`src/rtl/apb_master_arbiter.sv`:
```
// apb_master_arbiter
// Two-requester round-robin front end for a single APB master port.
// One transfer is in flight at a time: IDLE -> SETUP -> ACCESS -> IDLE.
// The APB request fields are captured on acceptance and held until the next
// acceptance. The response is a one-cycle pulse on the requester's rsp_valid
// bit. An optional ACCESS-phase watchdog forces an error response.
module apb_master_arbiter #(
    parameter int dataWidth = 32,
    parameter int addrWidth = 32,
    parameter int TIMEOUT   = 16
) (
    input  logic                       pclk,
    input  logic                       presetn,
    input  logic [1:0]                 req_valid,
    output logic [1:0]                 req_ready,
    input  logic [1:0]                 req_write,
    input  logic [2*addrWidth-1:0]     req_addr,
    input  logic [2*dataWidth-1:0]     req_wdata,
    input  logic [2*(dataWidth/8)-1:0] req_strb,
    input  logic [5:0]                 req_prot,
    output logic [1:0]                 rsp_valid,
    output logic [dataWidth-1:0]       rsp_rdata,
    output logic                       rsp_err,
    output logic [addrWidth-1:0]       paddr,
    output logic [2:0]                 pprot,
    output logic                       pwrite,
    output logic [dataWidth-1:0]       pwdata,
    output logic [dataWidth/8-1:0]     pstrb,
    output logic                       pselx,
    output logic                       penable,
    input  logic                       pready,
    input  logic [dataWidth-1:0]       prdata,
    input  logic                       pslverr
);

    localparam int STRB_W = dataWidth / 8;
    localparam int CNT_W  = (TIMEOUT > 0) ? $clog2(TIMEOUT + 1) : 1;
    localparam bit TO_EN  = (TIMEOUT > 0);
    // Counter value seen during the last permitted waiting ACCESS cycle.
    localparam logic [CNT_W-1:0] TO_LAST = (TIMEOUT > 0) ? CNT_W'(TIMEOUT - 1) : '0;

    typedef enum logic [1:0] {
        ST_IDLE   = 2'd0,
        ST_SETUP  = 2'd1,
        ST_ACCESS = 2'd2
    } state_e;

    state_e             state_q;
    logic               idle_q;     // 1 only in IDLE once out of reset; gates req_ready
    logic               last_q;     // requester granted most recently
    logic               act_q;      // requester owning the current transfer
    logic [CNT_W-1:0]   cnt_q;
    logic [addrWidth-1:0] paddr_q;
    logic [2:0]         pprot_q;
    logic               pwrite_q;
    logic [dataWidth-1:0] pwdata_q;
    logic [STRB_W-1:0]  pstrb_q;
    logic               pselx_q;
    logic               penable_q;
    logic [1:0]         rsp_valid_q;
    logic [dataWidth-1:0] rsp_rdata_q;
    logic               rsp_err_q;

    logic               gnt_any_s;
    logic               gnt_idx_s;
    logic               timeout_hit_s;

    // Round-robin pick: on contention the requester not granted last wins.
    always_comb begin
        gnt_any_s = 1'b0;
        gnt_idx_s = 1'b0;
        case (req_valid)
            2'b01: begin
                gnt_any_s = 1'b1;
                gnt_idx_s = 1'b0;
            end
            2'b10: begin
                gnt_any_s = 1'b1;
                gnt_idx_s = 1'b1;
            end
            2'b11: begin
                gnt_any_s = 1'b1;
                gnt_idx_s = ~last_q;
            end
            default: begin
                gnt_any_s = 1'b0;
                gnt_idx_s = 1'b0;
            end
        endcase
    end

    // Accept pulse: only while idle, so it lasts exactly the acceptance cycle.
    always_comb begin
        req_ready = 2'b00;
        if (idle_q && gnt_any_s) begin
            req_ready = gnt_idx_s ? 2'b10 : 2'b01;
        end else begin
            req_ready = 2'b00;
        end
    end

    // Watchdog: the current waiting ACCESS cycle is the last one allowed.
    always_comb begin
        timeout_hit_s = 1'b0;
        if (TO_EN && (cnt_q == TO_LAST)) begin
            timeout_hit_s = 1'b1;
        end else begin
            timeout_hit_s = 1'b0;
        end
    end

    // Transfer FSM with all APB and response outputs registered.
    always_ff @(posedge pclk or negedge presetn) begin
        if (!presetn) begin
            state_q     <= ST_IDLE;
            idle_q      <= 1'b0;
            last_q      <= 1'b1;
            act_q       <= 1'b0;
            cnt_q       <= '0;
            paddr_q     <= '0;
            pprot_q     <= 3'b000;
            pwrite_q    <= 1'b0;
            pwdata_q    <= '0;
            pstrb_q     <= '0;
            pselx_q     <= 1'b0;
            penable_q   <= 1'b0;
            rsp_valid_q <= 2'b00;
            rsp_rdata_q <= '0;
            rsp_err_q   <= 1'b0;
        end else begin
            rsp_valid_q <= 2'b00;
            rsp_rdata_q <= '0;
            rsp_err_q   <= 1'b0;
            case (state_q)
                ST_IDLE: begin
                    if (idle_q && gnt_any_s) begin
                        state_q   <= ST_SETUP;
                        idle_q    <= 1'b0;
                        last_q    <= gnt_idx_s;
                        act_q     <= gnt_idx_s;
                        pselx_q   <= 1'b1;
                        penable_q <= 1'b0;
                        if (gnt_idx_s) begin
                            pwrite_q <= req_write[1];
                            paddr_q  <= req_addr[2*addrWidth-1:addrWidth];
                            pwdata_q <= req_wdata[2*dataWidth-1:dataWidth];
                            pstrb_q  <= req_strb[2*STRB_W-1:STRB_W];
                            pprot_q  <= req_prot[5:3];
                        end else begin
                            pwrite_q <= req_write[0];
                            paddr_q  <= req_addr[addrWidth-1:0];
                            pwdata_q <= req_wdata[dataWidth-1:0];
                            pstrb_q  <= req_strb[STRB_W-1:0];
                            pprot_q  <= req_prot[2:0];
                        end
                    end else begin
                        idle_q <= 1'b1;
                    end
                end
                ST_SETUP: begin
                    state_q   <= ST_ACCESS;
                    penable_q <= 1'b1;
                    cnt_q     <= '0;
                end
                ST_ACCESS: begin
                    if (pready) begin
                        state_q     <= ST_IDLE;
                        idle_q      <= 1'b1;
                        pselx_q     <= 1'b0;
                        penable_q   <= 1'b0;
                        rsp_valid_q <= act_q ? 2'b10 : 2'b01;
                        rsp_rdata_q <= pwrite_q ? '0 : prdata;
                        rsp_err_q   <= pslverr;
                    end else if (timeout_hit_s) begin
                        state_q     <= ST_IDLE;
                        idle_q      <= 1'b1;
                        pselx_q     <= 1'b0;
                        penable_q   <= 1'b0;
                        cnt_q       <= cnt_q + CNT_W'(1);
                        rsp_valid_q <= act_q ? 2'b10 : 2'b01;
                        rsp_rdata_q <= '0;
                        rsp_err_q   <= 1'b1;
                    end else begin
                        cnt_q <= cnt_q + CNT_W'(1);
                    end
                end
                default: begin
                    state_q   <= ST_IDLE;
                    idle_q    <= 1'b1;
                    pselx_q   <= 1'b0;
                    penable_q <= 1'b0;
                end
            endcase
        end
    end

    assign paddr     = paddr_q;
    assign pprot     = pprot_q;
    assign pwrite    = pwrite_q;
    assign pwdata    = pwdata_q;
    assign pstrb     = pstrb_q;
    assign pselx     = pselx_q;
    assign penable   = penable_q;
    assign rsp_valid = rsp_valid_q;
    assign rsp_rdata = rsp_rdata_q;
    assign rsp_err   = rsp_err_q;

endmodule

```
`config.mk`:
```
export PLATFORM = sky130hd
export DESIGN_NAME = apb_master_arbiter
export DESIGN_NICKNAME = d
export VERILOG_FILES = /design/src/rtl/apb_master_arbiter.sv
export SDC_FILE = /design/constraint.sdc
export NUM_CORES = 1
export LEC_CHECK = 0
export ABC_AREA = 1
export CAP_MARGIN = 40
export CORE_MARGIN = 2
export CORE_UTILIZATION = 37
export DETAILED_ROUTE_END_ITERATION = 6
export HOLD_SLACK_MARGIN = 0.03
export PLACE_DENSITY_LB_ADDON = 0.2
export SLEW_MARGIN = 0
export SYNTH_ARGS = -nofsm -noshare
export SYNTH_HDL_FRONTEND = slang
export SYNTH_SLANG_ARGS = --single-unit
```
`constraint.sdc`:
```
create_clock -name pclk -period 1.61 [get_ports pclk]
set_input_delay 0.2415 -clock pclk [delete_from_list [all_inputs] [get_ports pclk]]
set_output_delay 0.2415 -clock pclk [all_outputs]
set_load 0.02 [all_outputs]
```
# [After elaboration in Yosys (flattened, before gate mapping)]
# Index checks and enable logic that the tools add are counted.
[word_totals] reg_bits=119 mem_count=0 in_bits=182 latch_bits=0 wordCells=72 ramBits=0 romBits=0
[classes] order_cmp=0 mul=0 n_eq_ne=9 div_mod_pow=0 mux=36 bitwise=2 reduce_logical=9 shifts=0 n_addsub=1
[op_table] op="$mux 32" count=5
[op_table] op="$mux 2" count=9
[op_table] op="$mux 1" count=13
[op_table] op="$pmux 5 s2" count=1
[op_table] op="$pmux 1 s3" count=3
[op_table] op="$reduce_and 2->1" count=4
[op_table] op="$eq 2x2->1 const B" count=3
[op_table] op="$pmux 2 s3" count=1
[op_table] op="$add 5x1->5 const B" count=1
[op_table] op="$eq 5x4->1 const B" count=1
[op_table] op="$mux 5" count=1
[op_table] op="$eq 2x1->1 const B" count=2
[op_table] op="$mux 4" count=1
[op_table] op="$ne 2x2->1 const B" count=2
[op_table] op="$mux 3" count=1
[op_table] op="$ne 3x3->1 const B" count=1
[op_table] op="$reduce_and 3->1" count=1
[op_table] op="$reduce_or 3->1" count=1
[op_table] op="$logic_not 2->1" count=1
[op_table] op="$not 1->1" count=2
[op_table] op="$pmux 1 s2" count=1
[op_table] op="$reduce_bool 2->1" count=1
[op_table] op="$logic_and 1x1->1" count=1

# [Depth between registers and ports, before layout]
# Gate-level depths: netlist of run 1.
[logic_depth] word_depth=6 ltp_mapped=9 ltp_nobuf=9

# [Worst setup path after synthesis of run 1]
# No wires, ideal clock.
[synth_timing] kind="reg2out" from="reg last_q" to="out req_ready[0]" path_stages_with_launch=5 path_buffers=2 slack_ns=0.116 arrival_time_ns=1.252 path_cell_list="dfstp_2 -> nand2_1 -> buf_2 -> buf_2 -> a21oi_1"
[synth_between] elab_chain_cells=4
[synth_lines] element="start: declaration" line_no="50" rtl="logic last_q;"
[synth_lines] element="start signal: assignment" line_no="139" rtl="last_q <= gnt_idx_s;"
[synth_lines] element="$not 1->1" line_no="83" rtl="gnt_idx_s = ~last_q;"
[synth_lines] element="$pmux 1 s2" line_no="72" rtl="case (req_valid)"
[synth_lines] element="$mux 2" line_no="96" rtl="req_ready = gnt_idx_s ? 2'b10 : 2'b01;"
[synth_lines] element="$mux 2" line_no="95" rtl="if (idle_q && gnt_any_s) begin"
[synth_lines] element="end: declaration" line_no="15" rtl="output logic [1:0] req_ready,"
# Every way passes these cells.

# [Worst setup path in the final report of run 1]
[layout_timing] from="reg rsp_rdata_q[25], in the netlist rsp_rdata[25]" to="out rsp_rdata[25]"
[layout_lines] element="start: declaration" line_no="61" rtl="logic [dataWidth-1:0] rsp_rdata_q;"
[layout_lines] element="start signal: assignment" line_no="172" rtl="rsp_rdata_q <= pwrite_q ? '0 : prdata;"
[layout_lines] element="end: declaration" line_no="22" rtl="output logic [dataWidth-1:0] rsp_rdata,"
# No word-level cell between the ends.

==> out/results.tsv, run 1 <==
stage	metric	value	unit
run_status	status	complete, no violations	
finish	regArea	0.00295	sq mm
detailed_routing	drc	0	
worst_setup_path	timing.rr.end	pwdata[4]	
timing	hold_violations	0	
worst_setup_path	critPathArrivalTime	1.33	ns
yosys	ys_types	19	
timing	fin_setup_tns	0	ns
detailed_routing	drt_iter0_markers	210	
timing	worst-slew-pin-transition	0.704	ns
finish	antenna_cells	0	
finish	area_growth	68.0	%
timing	fin_crit_sh	97.8	%
detailed_routing	viasPerCell	4.65	
yosys	ys_seq_elements	118	
worst_setup_path	cp_cell_sequence	clkdlybuf4s50_1	
flow_run	maxCapViolCount	0	
worst_setup_path	r2r_cells	8	
die	die_y	125	um
worst_setup_path	cp_slowest_stage_delay	0.61	ns
worst_setup_path	crit_slowest_cell	clkdlybuf4s50_1	
die	initial_core_util	37.6	%
timing	setup_viol	0	
cts	clkTransAtPathRegs	0.05	ns
timing	fin_skew	0.0101	ns
worst_setup_path	critPathLaunchType	flop	
die	core-area	0.0145	sq mm
global_routing	overflow	0	
finish	layout-drive-gt1-share	6.24	%
timing	fin_crit	1.58	ns
yosys	synth_nets	912	
cts	cts_tree	yes	
cts	cts_sinks	118	
placement	dpl.hpwl	12400	um
yosys	ys_seq_area_share	54.3	%
worst_setup_path	worstPathRequired	1.37	ns
cts	htree_levels	4	
cts	clock_path_buffers	2	
finish	fin_util	63.2	%
worst_setup_path	startpoint	rsp_rdata[25]	
die	fp-row-count	44	
hold_path	hold_path.class	in -> async	
global_routing	grt_pass1_wl	28900	um
worst_setup_path	crit_buf_inv	1	
yosys	synthCells	728	
finish	final_cell_mix	nand2_1, clkdlybuf4s50_1, dfrtp_1	
global_routing	grt_antenna_before_repair	0	
cts	ctsRootBufferMaster	clkbuf_16	
global_routing	grt_max_degree	62	
finish	multi_input_area	0.00223	sq mm
worst_setup_path	worstSetupEndpointType	output port	
yosys	syn_area	0.00544	sq mm
placement	gp_congestion	0.794	
worst_setup_path	worstSetupPathType	reg -> out	
global_routing	grt.total_usage	23.2	%
detailed_routing	ant_nets	0	
pwr	power-per-cell-area	1590	mW/mm^2
yosys	syn_avg_cell_area	7.48	sq um
detailed_routing	drt-total-wl	17600	um
die	die_w	125	um
detailed_routing	vias	5623	
detailed_routing	drt_pass1_iterations	4	
yosys	ys_warn_count	0	
global_routing	grt_pass1_vias	5622	
die	die-area	0.0157	sq mm
worst_setup_path	rrSetupSlack	0.14	ns
finish	fin_nets	1197	
pwr	vdd_ir_drop_max	0.00104	V
worst_setup_path	worstPathMaxFanout	1	
cts	clkLatencyLatePin	0.41	ns
pwr	power_leakage	5.06	nW
worst_setup_path	cp_top_family	buffers and inverters	
finish	fillers	1321	
finish	mostFrequentLayoutCell	nand2_1	
placement	io_buffers	292	
detailed_routing	post_drt_wl_per_cell	14.5	um
timing	maxSlewViolCount	0	
cts	numCtsBuffers	17	
timing	rsz0062_at_grt	yes	
die	ioPinCount	293	
timing	slew_headroom	53.0	%
worst_setup_path	r2r_start	last_q	
timing	clock.fmax	635	MHz
-- per-stage QoR --
stage | worst slack (ns) | std cells | hold slack, ns | cell area [sq um] | total power, mW
CTS | 0.000199 | 1209 | 0.292 | 9100 | 14.7
detailed placement | -0.251 | 1177 | 0.184 | 8620 | 11.7
finish | 0.0348 | 1209 | 0.298 | 9150 | 14.5
global route | -0.00990 | 1209 | 0.301 | 9150 | 15.6
global placement | -0.242 | 1177 | 0.177 | 8620 | 11.6
floorplan | 0.116 | 728 | -0.0541 | 5440 | 8.17
-- routing by layer --
metal | GRT usage, % | part of all wire (%) | vias to the layer above
met1 | 27.3 | 41 | 2573
met2 | 39.6 | 49 | 212
met3 | 7.45 | 7.8 | 25
li1 | - | - | 2813
met5 | 0 | 0 | -
met4 | 8.95 | 2.3 | 0
-- repair_timing --
item                                   CTS  global route
setup endpoints to repair               83            33
pin swaps                                0             1
endpoints found under the hold margin   20             0
buffers inserted                         0             0
hold buffers                             1             0
gates resized for setup                 89            19
-- final cells by class --
cell class                 count  share of cell area (%)
timing repair buffer         312                    34.1
clock buffer                  19                    4.84
sequential                   118                    32.3
tap                          184                    2.52
clock inverter                12                    1.44
inverter                      11                   0.451
multi-input combinational    553                    24.4
-- state kept, by name, summed over array words and instances, names as in the netlist, 2 cells and up --
name / cells
cnt_q: 5
paddr: 32
pprot: 3
pstrb: 4
pwdata: 32
rsp_rdata: 32
rsp_valid: 2
-- logic make-up after synthesis --
kind of cell               Yosys count  synth area share (%)
AOI/OAI and AO/OA                    6                 0.551
DFF                                118                  54.3
adders and majority gates            2                 0.460
and+or+nand+nor                    545                  39.8
buffers and inverters               57                  4.90
-- report_power, final --
group | internal [mW] | switching, mW
Combinational | 2.46 | 3.90
Sequential | 4.02 | 0.533
Clock | 2.30 | 1.33
-- cell usage after synthesis (all sizes together) --
| library cell | instances | area, sq um |
|---|---|---|
| a21oi | 2 | 10.0 |
| buf | 38 | 195 |
| clkbuf | 8 | 30.0 |
| dfrtp | 117 | 2930 |
| dfstp | 1 | 26.3 |
| ha | 2 | 25.0 |
| inv | 11 | 41.3 |
| nand2 | 419 | 1570 |
| nand3 | 80 | 405 |
| nor2 | 44 | 178 |
| o21ai | 4 | 20.0 |
| or2 | 2 | 12.5 |
-- worst max-delay path by stage --
stage                     slack (ns)       endpoint  cells after the start
after floorplan                 0.12   req_ready[0]                      4
after global placement         -0.24   req_ready[0]                      4
after detailed placement       -0.25   req_ready[0]                      4
after CTS                     0.0002       paddr[3]                      1
after global routing           -0.01      pwdata[9]                      6
final                           0.03  rsp_rdata[25]                      1
(Power assumes the default switching activity.)
==> inputs of run 2 (changes only) <==
--- a/config.mk
+++ b/config.mk
@@ -6,9 +6,9 @@
 export NUM_CORES = 1
 export LEC_CHECK = 0
 export ABC_AREA = 1
-export CAP_MARGIN = 40
+export CAP_MARGIN = 20
 export CORE_MARGIN = 2
-export CORE_UTILIZATION = 37
+export CORE_UTILIZATION = 39
 export DETAILED_ROUTE_END_ITERATION = 6
 export HOLD_SLACK_MARGIN = 0.03
 export PLACE_DENSITY_LB_ADDON = 0.2
==> run 2 against run 1 <==
Effect of this change: die area shrank 5.0%; worst hold slack improved by 0.0079 ns; power up 2.8%; sequential cell count stayed put; global-route usage is 0.14 points higher; design area grew 0.71%; maximum frequency down 1.5%; combinational power rose by 0.6%; setup slack worse by 0.024 ns; utilization up 3.7 points; first-iteration DRC count decreased by 10%; critical endpoint is now rsp_rdata[9]; highest routed layer unchanged.
==> out/results.tsv, run 2 (synthesized netlist as in run 1, its figures left out) <==
stage	metric	value	unit	change
run_status	status	complete, no violations		
cts	post-cts-setup-buffers	0		unchanged
die	ioPinCount	293		unchanged
global_routing	grt.total_usage	23.3	%	+0.14 points
detailed_routing	drt_iter0_markers	189		-10%
finish	layout-drive-gt1-share	6.16	%	-0.086 points
detailed_routing	viasPerCell	4.58		-1.5%
timing	clock.fmax	625	MHz	-1.5%
timing	hold_violations	0		unchanged
timing	worst-slew-pin-transition	0.473	ns	-0.231 ns
timing	holdWs	0.306	ns	+0.00793 ns
worst_setup_path	worstSetupPathType	reg -> out		
placement	gp_congestion	0.805		+1.5%
cts	clock_path_buffers	2		unchanged
die	die_w	122	um	-2.5%
die	die-area	0.0149	sq mm	-5.0%
worst_setup_path	worstPathMaxFanout	1		unchanged
placement	place_inst	1173		-0.34%
worst_setup_path	worstSetupEndpointType	output port		
global_routing	overflow	0		unchanged
flow_run	maxCapViolCount	0		unchanged
worst_setup_path	worstPathRequired	1.37	ns	about the same
timing	fin_crit_sh	99.4	%	+1.5 points
detailed_routing	drt_pass1_iterations	4		unchanged
detailed_routing	ant_nets	0		unchanged
pwr	power-per-cell-area	1620	mW/mm^2	+2.1%
worst_setup_path	cp_slowest_stage_delay	0.62	ns	about the same
finish	final_cell_mix	nand2_1, clkdlybuf4s50_1, dfrtp_1		
worst_setup_path	critPathArrivalTime	1.36	ns	+0.03 ns
finish	antenna_cells	0		unchanged
detailed_routing	drt-total-wl	17200	um	-2.1%
global_routing	grt_pass1_wl	26500	um	-8.3%
die	die_y	122	um	-2.5%
cts	ctsRootBufferMaster	clkbuf_16		
placement	dpl.hpwl	11900	um	-3.5%
die	initial_core_util	39.5	%	+1.9 points
timing	slew_headroom	68.5	%	+15 points
timing	fin_crit	1.60	ns	+0.0244 ns
cts	clkLatencyLatePin	0.41	ns	about the same
worst_setup_path	crit_slowest_cell	clkdlybuf4s50_1		
worst_setup_path	crit_buf_inv	1		unchanged
cts	numCtsBuffers	17		unchanged
global_routing	grt_pass1_vias	5155		-8.3%
worst_setup_path	critPathLaunchType	flop		
cts	cts_tree	yes		
timing	maxSlewViolCount	0		unchanged
finish	fin_util	66.9	%	+3.7 points
cts	clkTransAtPathRegs	0.05	ns	about the same
hold_path	hold_path.class	in -> async		
finish	fin_nets	1197		unchanged
detailed_routing	post_drt_wl_per_cell	14.3	um	-1.6%
placement	io_buffers	292		unchanged
timing	fin_skew	0.00605	ns	-0.00401 ns
finish	mostFrequentLayoutCell	nand2_1		
timing	postLayoutSetupSlackWorst	0.0104	ns	-0.0244 ns
cts	cts_sinks	118		unchanged
pwr	vdd_ir_drop_max	0.000755	V	-27%
detailed_routing	vias	5512		-2.0%
die	core-area	0.0138	sq mm	-4.9%
timing	fin_setup_tns	0	ns	unchanged
finish	instances_no_fill	1203		-0.50%
timing	setup_viol	0		unchanged
cts	htree_levels	4		unchanged
worst_setup_path	cp_cell_sequence	clkdlybuf4s50_1		
global_routing	grt_antenna_before_repair	0		unchanged
die	fp-row-count	43		-2.3%
worst_setup_path	cp_top_family	buffers and inverters		
detailed_routing	drc	0		unchanged
placement	preCtsSetupSlack	-0.273	ns	-0.0213 ns
pwr	power_leakage	5.09	nW	+0.51%
global_routing	grt_max_degree	49		-21%
finish	area_growth	69.2	%	
[run 2: cell type report]
type / count / area (sq um)
Fill cell: 1199 / 4560
Tap cell: 180 / 225
Multi-Input combinational cell: 553 / 2240
Timing Repair Buffer: 312 / 3120
Clock buffer: 21 / 480
Inverter: 11 / 41.3
Clock inverter: 8 / 148
Sequential cell: 118 / 2950
[run 2: report_power, final]
| part | total (mW) | switching [mW] | internal [mW] |
|---|---|---|---|
| clock | 4.03 | 1.31 | 2.72 |
| combinational | 6.40 | 3.91 | 2.50 |
| sequential | 4.53 | 0.508 | 4.02 |
[run 2: repair_timing]
action | 4_1_cts | 5_1_grt
resized for setup | 86 | 22
hold endpoints to repair | 26 | 0
setup endpoints to repair | 79 | 24
pin swaps | 0 | 1
hold buffers | 1 | 0
[run 2: final timing paths]
path / to / slack, ns / start / cells after the start
setup / recovery: rsp_rdata[9] / 0.01 / rsp_rdata[9] / 1
hold / removal: pprot[0] / 0.31 / presetn / 2
setup reg to reg: paddr[12] / 0.12 / last_q / 8
hold reg to reg: rsp_valid[0] / 0.46 / act_q / 1
max in group asynchronous: paddr[25] / 0.68 / presetn / 3
min in group pclk: rsp_rdata[31] / 0.35 / prdata[31] / 3
[run 2: metal layers]
metal	vias up	share of wire (%)	track usage, %	wire length (um)
met4	0	2.7	9.48	464
met2	212	49	39.0	8470
met3	31	8.8	8.33	1510
met1	2464	39	27.3	6780
li1	2805	-	-	-
met5	-	0	0	0
[run 2: metrics by stage]
step / power, mW / cell area (sq um)
finish: 15.0 / 9210
global route: 15.9 / 9210
CTS: 15.1 / 9150
detailed placement: 11.6 / 8620
global placement: 11.5 / 8620
floorplan: 8.17 / 5440
==> inputs of run 3 (changes only) <==
--- a/config.mk
+++ b/config.mk
@@ -10,7 +10,6 @@
 export CORE_MARGIN = 2
 export CORE_UTILIZATION = 39
 export DETAILED_ROUTE_END_ITERATION = 6
-export HOLD_SLACK_MARGIN = 0.03
 export PLACE_DENSITY_LB_ADDON = 0.2
 export SLEW_MARGIN = 0
 export SYNTH_ARGS = -nofsm -noshare
==> results of run 3 <==
No change in the layout: final DEF, timing and power equal those of run 2.
